File: config.mk
export PLATFORM = sky130hd
export DESIGN_NAME = cond_unit
export DESIGN_NICKNAME = d
export VERILOG_FILES = /design/src/rtl/arm_pkg.sv /design/src/rtl/cond_check.sv /design/src/rtl/cond_unit.sv
export SDC_FILE = /design/constraint.sdc
export NUM_CORES = 1
export LEC_CHECK = 0
export BUFFER_PORTS_ARGS = -buffer_cell sky130_fd_sc_hd__buf_2
export CORE_UTILIZATION = 48
export CTS_BUF_LIST = sky130_fd_sc_hd__clkbuf_8 sky130_fd_sc_hd__clkbuf_16
export DETAILED_ROUTE_END_ITERATION = 7
export PLACE_DENSITY = 0.78
export SKIP_LAST_GASP = 1
export SYNTH_ARGS = -nofsm -noshare
export SYNTH_HDL_FRONTEND = slang
export SYNTH_SLANG_ARGS = --single-unit
File: constraint.sdc
create_clock -name CLK -period 2.5 [get_ports CLK]
set_clock_uncertainty 0.1 [all_clocks]
set_input_delay 0.375 -clock CLK [delete_from_list [all_inputs] [get_ports CLK]]
set_output_delay 0.375 -clock CLK [all_outputs]
set_load 0.1 [all_outputs]
File: src/rtl/arm_pkg.sv
// Shared definitions for the ARM datapath: condition codes, NZCV bit positions,
// conditional-execution FSM states and a flag-merge helper.
package arm_pkg;

  localparam logic [3:0] COND_EQ = 4'b0000;
  localparam logic [3:0] COND_NE = 4'b0001;
  localparam logic [3:0] COND_CS = 4'b0010;
  localparam logic [3:0] COND_CC = 4'b0011;
  localparam logic [3:0] COND_MI = 4'b0100;
  localparam logic [3:0] COND_PL = 4'b0101;
  localparam logic [3:0] COND_VS = 4'b0110;
  localparam logic [3:0] COND_VC = 4'b0111;
  localparam logic [3:0] COND_HI = 4'b1000;
  localparam logic [3:0] COND_LS = 4'b1001;
  localparam logic [3:0] COND_GE = 4'b1010;
  localparam logic [3:0] COND_LT = 4'b1011;
  localparam logic [3:0] COND_GT = 4'b1100;
  localparam logic [3:0] COND_LE = 4'b1101;
  localparam logic [3:0] COND_AL = 4'b1110;

  localparam int FLAG_N = 3;
  localparam int FLAG_Z = 2;
  localparam int FLAG_C = 1;
  localparam int FLAG_V = 0;

  typedef enum logic {
    ST_IDLE = 1'b0,
    ST_WAIT = 1'b1
  } state_t;

  // we[1] selects the N,Z group, we[0] the C,V group.
  function automatic logic [3:0] merge_flags(input logic [3:0] cur,
                                             input logic [3:0] nxt,
                                             input logic [1:0] we);
    logic [3:0] res;
    res = cur;
    if (we[1]) begin
      res[FLAG_N] = nxt[FLAG_N];
      res[FLAG_Z] = nxt[FLAG_Z];
    end
    if (we[0]) begin
      res[FLAG_C] = nxt[FLAG_C];
      res[FLAG_V] = nxt[FLAG_V];
    end
    return res;
  endfunction

endpackage

File: src/rtl/cond_check.sv
// Purely combinational condition evaluator: 4-bit ARM condition field against NZCV.
// The reserved 1111 encoding evaluates as always-pass.
module cond_check
  import arm_pkg::*;
(
  input  logic [3:0] cond,
  input  logic [3:0] flags,
  output logic       cond_ex
);

  logic n, z, c, v;

  assign n = flags[FLAG_N];
  assign z = flags[FLAG_Z];
  assign c = flags[FLAG_C];
  assign v = flags[FLAG_V];

  always_comb begin
    cond_ex = 1'b1;
    case (cond)
      COND_EQ: cond_ex = z;
      COND_NE: cond_ex = ~z;
      COND_CS: cond_ex = c;
      COND_CC: cond_ex = ~c;
      COND_MI: cond_ex = n;
      COND_PL: cond_ex = ~n;
      COND_VS: cond_ex = v;
      COND_VC: cond_ex = ~v;
      COND_HI: cond_ex = c & ~z;
      COND_LS: cond_ex = ~c | z;
      COND_GE: cond_ex = (n == v);
      COND_LT: cond_ex = (n != v);
      COND_GT: cond_ex = ~z & (n == v);
      COND_LE: cond_ex = z | (n != v);
      COND_AL: cond_ex = 1'b1;
      default: cond_ex = 1'b1;
    endcase
  end

endmodule

File: src/rtl/cond_unit.sv
// Conditional-execution and NZCV flags unit; gates PC/register/memory writes with zero
// latency and defers register/flag writes of multi-cycle ops until the unit completes.
module cond_unit
  import arm_pkg::*;
(
  input  logic       CLK,
  input  logic       RESETn,
  input  logic [3:0] Cond,
  input  logic [3:0] ALUFlags,
  input  logic [1:0] FlagW,
  input  logic       PCS,
  input  logic       RegW,
  input  logic       MemW,
  input  logic       NoWrite,
  input  logic       MStart,
  input  logic       MBusy,
  input  logic       Stall,
  output logic       PCSrc,
  output logic       RegWrite,
  output logic       MemWrite,
  output logic       MStartOut,
  output logic       Carry,
  output logic [3:0] FlagsQ,
  output logic       CondEx
);

  state_t     state;
  logic [3:0] flags;
  logic       regw_l;
  logic [1:0] flagw_l;
  logic       issue;
  logic       done;

  cond_check u_cond_check (
    .cond    (Cond),
    .flags   (flags),
    .cond_ex (CondEx)
  );

  // Reset is folded in so no write enable can escape while RESETn is low.
  assign issue = RESETn & ~Stall & (state == ST_IDLE);
  assign done  = RESETn & ~Stall & (state == ST_WAIT) & ~MBusy;

  always_comb begin
    PCSrc     = issue & PCS & CondEx;
    MemWrite  = issue & MemW & CondEx;
    MStartOut = issue & MStart & CondEx;
    RegWrite  = (issue & RegW & CondEx & ~NoWrite & ~MStart) | (done & regw_l);
  end

  assign FlagsQ = flags;
  assign Carry  = flags[FLAG_C];

  always_ff @(posedge CLK or negedge RESETn) begin
    if (!RESETn) begin
      state   <= ST_IDLE;
      flags   <= 4'b0000;
      regw_l  <= 1'b0;
      flagw_l <= 2'b00;
    end else if (!Stall) begin
      case (state)
        ST_IDLE: begin
          if (CondEx) begin
            if (MStart) begin
              regw_l  <= RegW & ~NoWrite;
              flagw_l <= FlagW;
              state   <= ST_WAIT;
            end else begin
              flags <= merge_flags(flags, ALUFlags, FlagW);
            end
          end
        end
        ST_WAIT: begin
          // First unbusy cycle: the multi-cycle result and its flags are on ALUFlags now.
          if (!MBusy) begin
            flags   <= merge_flags(flags, ALUFlags, flagw_l);
            regw_l  <= 1'b0;
            flagw_l <= 2'b00;
            state   <= ST_IDLE;
          end
        end
        default: state <= ST_IDLE;
      endcase
    end
  end

endmodule
==> summary.md <==
| Metric | Value |
|---|---|
| Pins Over Slew Limit | 0 |
| CP Launch Type | register |
| WL met3 | 126 um |
| Tmin final | between 2 and 3 ns |
| Row count | 14 |
| Drc violations | 0 |
| Setup TNS | -0.0654 ns |
| Post-synth ARST share | 100% |
| Met2 WL | 1080 um |
| Syn_area_per_cell | 8.21 um^2 |
| Synth top area share | 25.9% |
| HP Class | input port to register |
| Antenna-violating nets left | 0 |
| CP arrival | 2.05 ns |
| Final Cell Area | 1120 um^2 |
| Die extent in y | 42.1 um |
| Core area | 1510 um^2 |
| Worst EP required | a little over 2 ns |
| Top_reg_cell synth | dfrtp_1 |
| Vias per cell | 6.16 |
| Initial antenna violation count | 0 |
| Post-synth top cells | nand2_1, nor2b_1, dfrtp_1 |
| Fmax achieved | around 400 MHz |
| Synth unique cells | 29 |
| Post-synth EDFFs | 0 |
| Mapped Nets | 113 |
| CTS tree | built |
| Total track usage | 26.9% |
| Post-route clock period utilization | 101% |
| Largest net degree at the start of global routing | 14 |
| Vias in the first global route | 842 |
| Register bit count reported by yosys | 8 |
| Worst-Skew Late Latency | 0.23 ns |
| Cts bufs inserted | 3 |
| Placer Congestion | approximately 0.76 |
| Yosys warnings | 0 |
| Worst-path clk slew | 0.04 ns |
| Final setup viols | 4 |
| Largest cells by area after synthesis | dfrtp_1, nand2_1, nor2b_1, o2111ai_1, o211ai_1 |
| Hold Fails Final Rpt | 0 |
| Worst-path fanout max | 3 |
| RSZ-0062 raised after global routing | yes |
| Vias | 862 |
| Final Net Count | 145 |
| Root Buffer | clkbuf_8 |
| Area Overhead vs Synth | 45.1% |
| WS Path Type | register to primary output |
| Clk buf depth | 2 |
| Worst slew margin | 67.6% |
| Mapped Cells | 94 |
| Layout cells sized above 1 | 40.3% |
| Final cell count without fillers | 140 |
| Grt total ovfl | 0 |
| Failing checks | setup timing |
| Result of the run | finished with violations |
| PnR worst setup slack | -0.0220 ns |
| Cell area after synthesis | 772 um^2 |
| Drt wl/cell | 15.3 um |
| Crit path capture type | primary output |
| N_diodes | 0 |
| Worst-margin pin slew | 0.490 ns |
| Chip width | around 42 um |
| Sink Count | 8 |
| Seq/Total Area, Yosys | roughly 26% |
| Largest area contributor in the netlist | dfrtp_1 |
| Metal-1 WL | 910 um |
| Final Hold Slack | 0.337 ns |
| Leak | around 0.48 nW |
| HPWL after DPL | 1580 um |
| Max cap viols | 0 |
| First-pass GRT wire length | 3700 um |
| H-tree Lvls | 1 |
| Initial DRC count | 28 |
| IO buf count | 28 |
| Uppermost routed layer | met4 |
| Pre-CTS setup slack | about 0.15 ns |
| I/O pin count | 29 |
| Routed wire length | 2150 um |
| Pwr per Cell Area | 768 nW/um^2 |
| Die Area | 1770 um^2 |
| Worst vdd rail ir drop | 0.000547 V |
| Most common cell in the netlist | nand2_1 |
| Placed Cells | 134 |
| Initial core utilization | 51.2% |
| First-pass DRT Iterations | 4 |
| Placement Cell Area | 1040 um^2 |
## sequential cells by signal, summed over array words and instances (netlist names)
| signal | count |
|---|---|
| FlagsQ | 4 |
| flagw_l | 2 |
| regw_l | 1 |
| state | 1 |
## critical path, cell delays in order (launching register included)
cell and delay [ns]:
dfrtp_4 0.51, xnor2_4 0.19, mux2_4 0.31, o211a_1 0.23, o211ai_1 0.30, a21oi_4 0.10, buf_12 0.18
## per-layer routing
layer	global-route usage, %	vias to the layer above
met5	0	-
met4	10.6	0
met3	4.74	4
met2	45.3	31
met1	34.1	411
li1	-	416
## repair_timing
item / 4_1_cts / 5_1_grt
setup endpoints to repair: 4 / 4
buffers inserted: 1 / 1
pin swaps: 2 / 0
hold buffers: 1 / 0
endpoints found under the hold margin: 8 / 0
gates resized for setup: 0 / 2
## cell families (layout without fill, tap and decap cells)
kind of cell / count (synthesis) / count (layout) / synth area share (%)
AO/OA/AOI/OAI: 26 / 26 / 26.9
XOR/XNOR: 2 / 2 / 2.27
buffers and inverters: 10 / 40 / 6.65
flip-flops: 8 / 8 / 25.9
multiplexers: 5 / 5 / 7.13
AND/OR/NAND/NOR: 43 / 43 / 31.1
## metrics by stage
step | power (mW) | utilization (%)
after floorplan | 0.566 | -
after global routing | 0.900 | 74.3
after CTS | 0.838 | 72.7
after global placement | 0.656 | 68.8
after detailed placement | 0.670 | 68.8
final | 0.860 | 74.3
## where the power goes
group          internal (mW)  switching (mW)  total [mW]
clock                  0.105          0.0575       0.162
sequential             0.176          0.0514       0.228
combinational          0.163           0.307       0.470
## placed cells by master (no fill, tap or decap)
cell type / instances
nand2_1: 15
and3b_1: 1
o311ai_1: 2
nand2b_1: 2
or2_2: 2
o221ai_2: 1
dlygate4sd3_1: 1
mux2i_1: 4
nor4b_2: 1
o211a_1: 1
nor2b_1: 9
dfrtp_1: 4
xor2_1: 1
nor3b_1: 5
o2111ai_1: 6
xnor2_4: 1
dfrtp_4: 4
buf_4: 4
clkbuf_8: 3
o21a_1: 3
nor2_1: 4
inv_1: 4
o211ai_1: 6
and4_4: 3
or2_4: 1
a221oi_1: 4
buf_12: 5
o21ai_0: 1
a21oi_4: 1
buf_2: 23
a31oi_1: 1
mux2_4: 1
## cell type report
| cell class | instances | area [um^2] |
|---|---|---|
| Timing Repair Buffer | 33 | 255 |
| Multi-Input combinational cell | 76 | 573 |
| Tap cell | 16 | 20.0 |
| Clock buffer | 3 | 41.3 |
| Sequential cell | 8 | 215 |
| Fill cell | 110 | 387 |
| Inverter | 4 | 15.0 |
## worst paths after layout
path,from,cells past startpoint,endpoint,slack [ns]
worst max-delay path,FlagsQ[0]$_DFFE_PN0P_,6,RegWrite,-0.02
worst min-delay path,ALUFlags[0],3,FlagsQ[0]$_DFFE_PN0P_,0.34
worst max register to register,FlagsQ[0]$_DFFE_PN0P_,6,flagw_l[1]$_DFFE_PN0P_,0.38
min in group asynchronous,RESETn,2,FlagsQ[2]$_DFFE_PN0P_,0.46
max in group asynchronous,RESETn,2,FlagsQ[1]$_DFFE_PN0P_,1.60
worst min register to register,flagw_l[0]$_DFFE_PN0P_,2,flagw_l[0]$_DFFE_PN0P_,0.47
(Power assumes the default switching activity.)
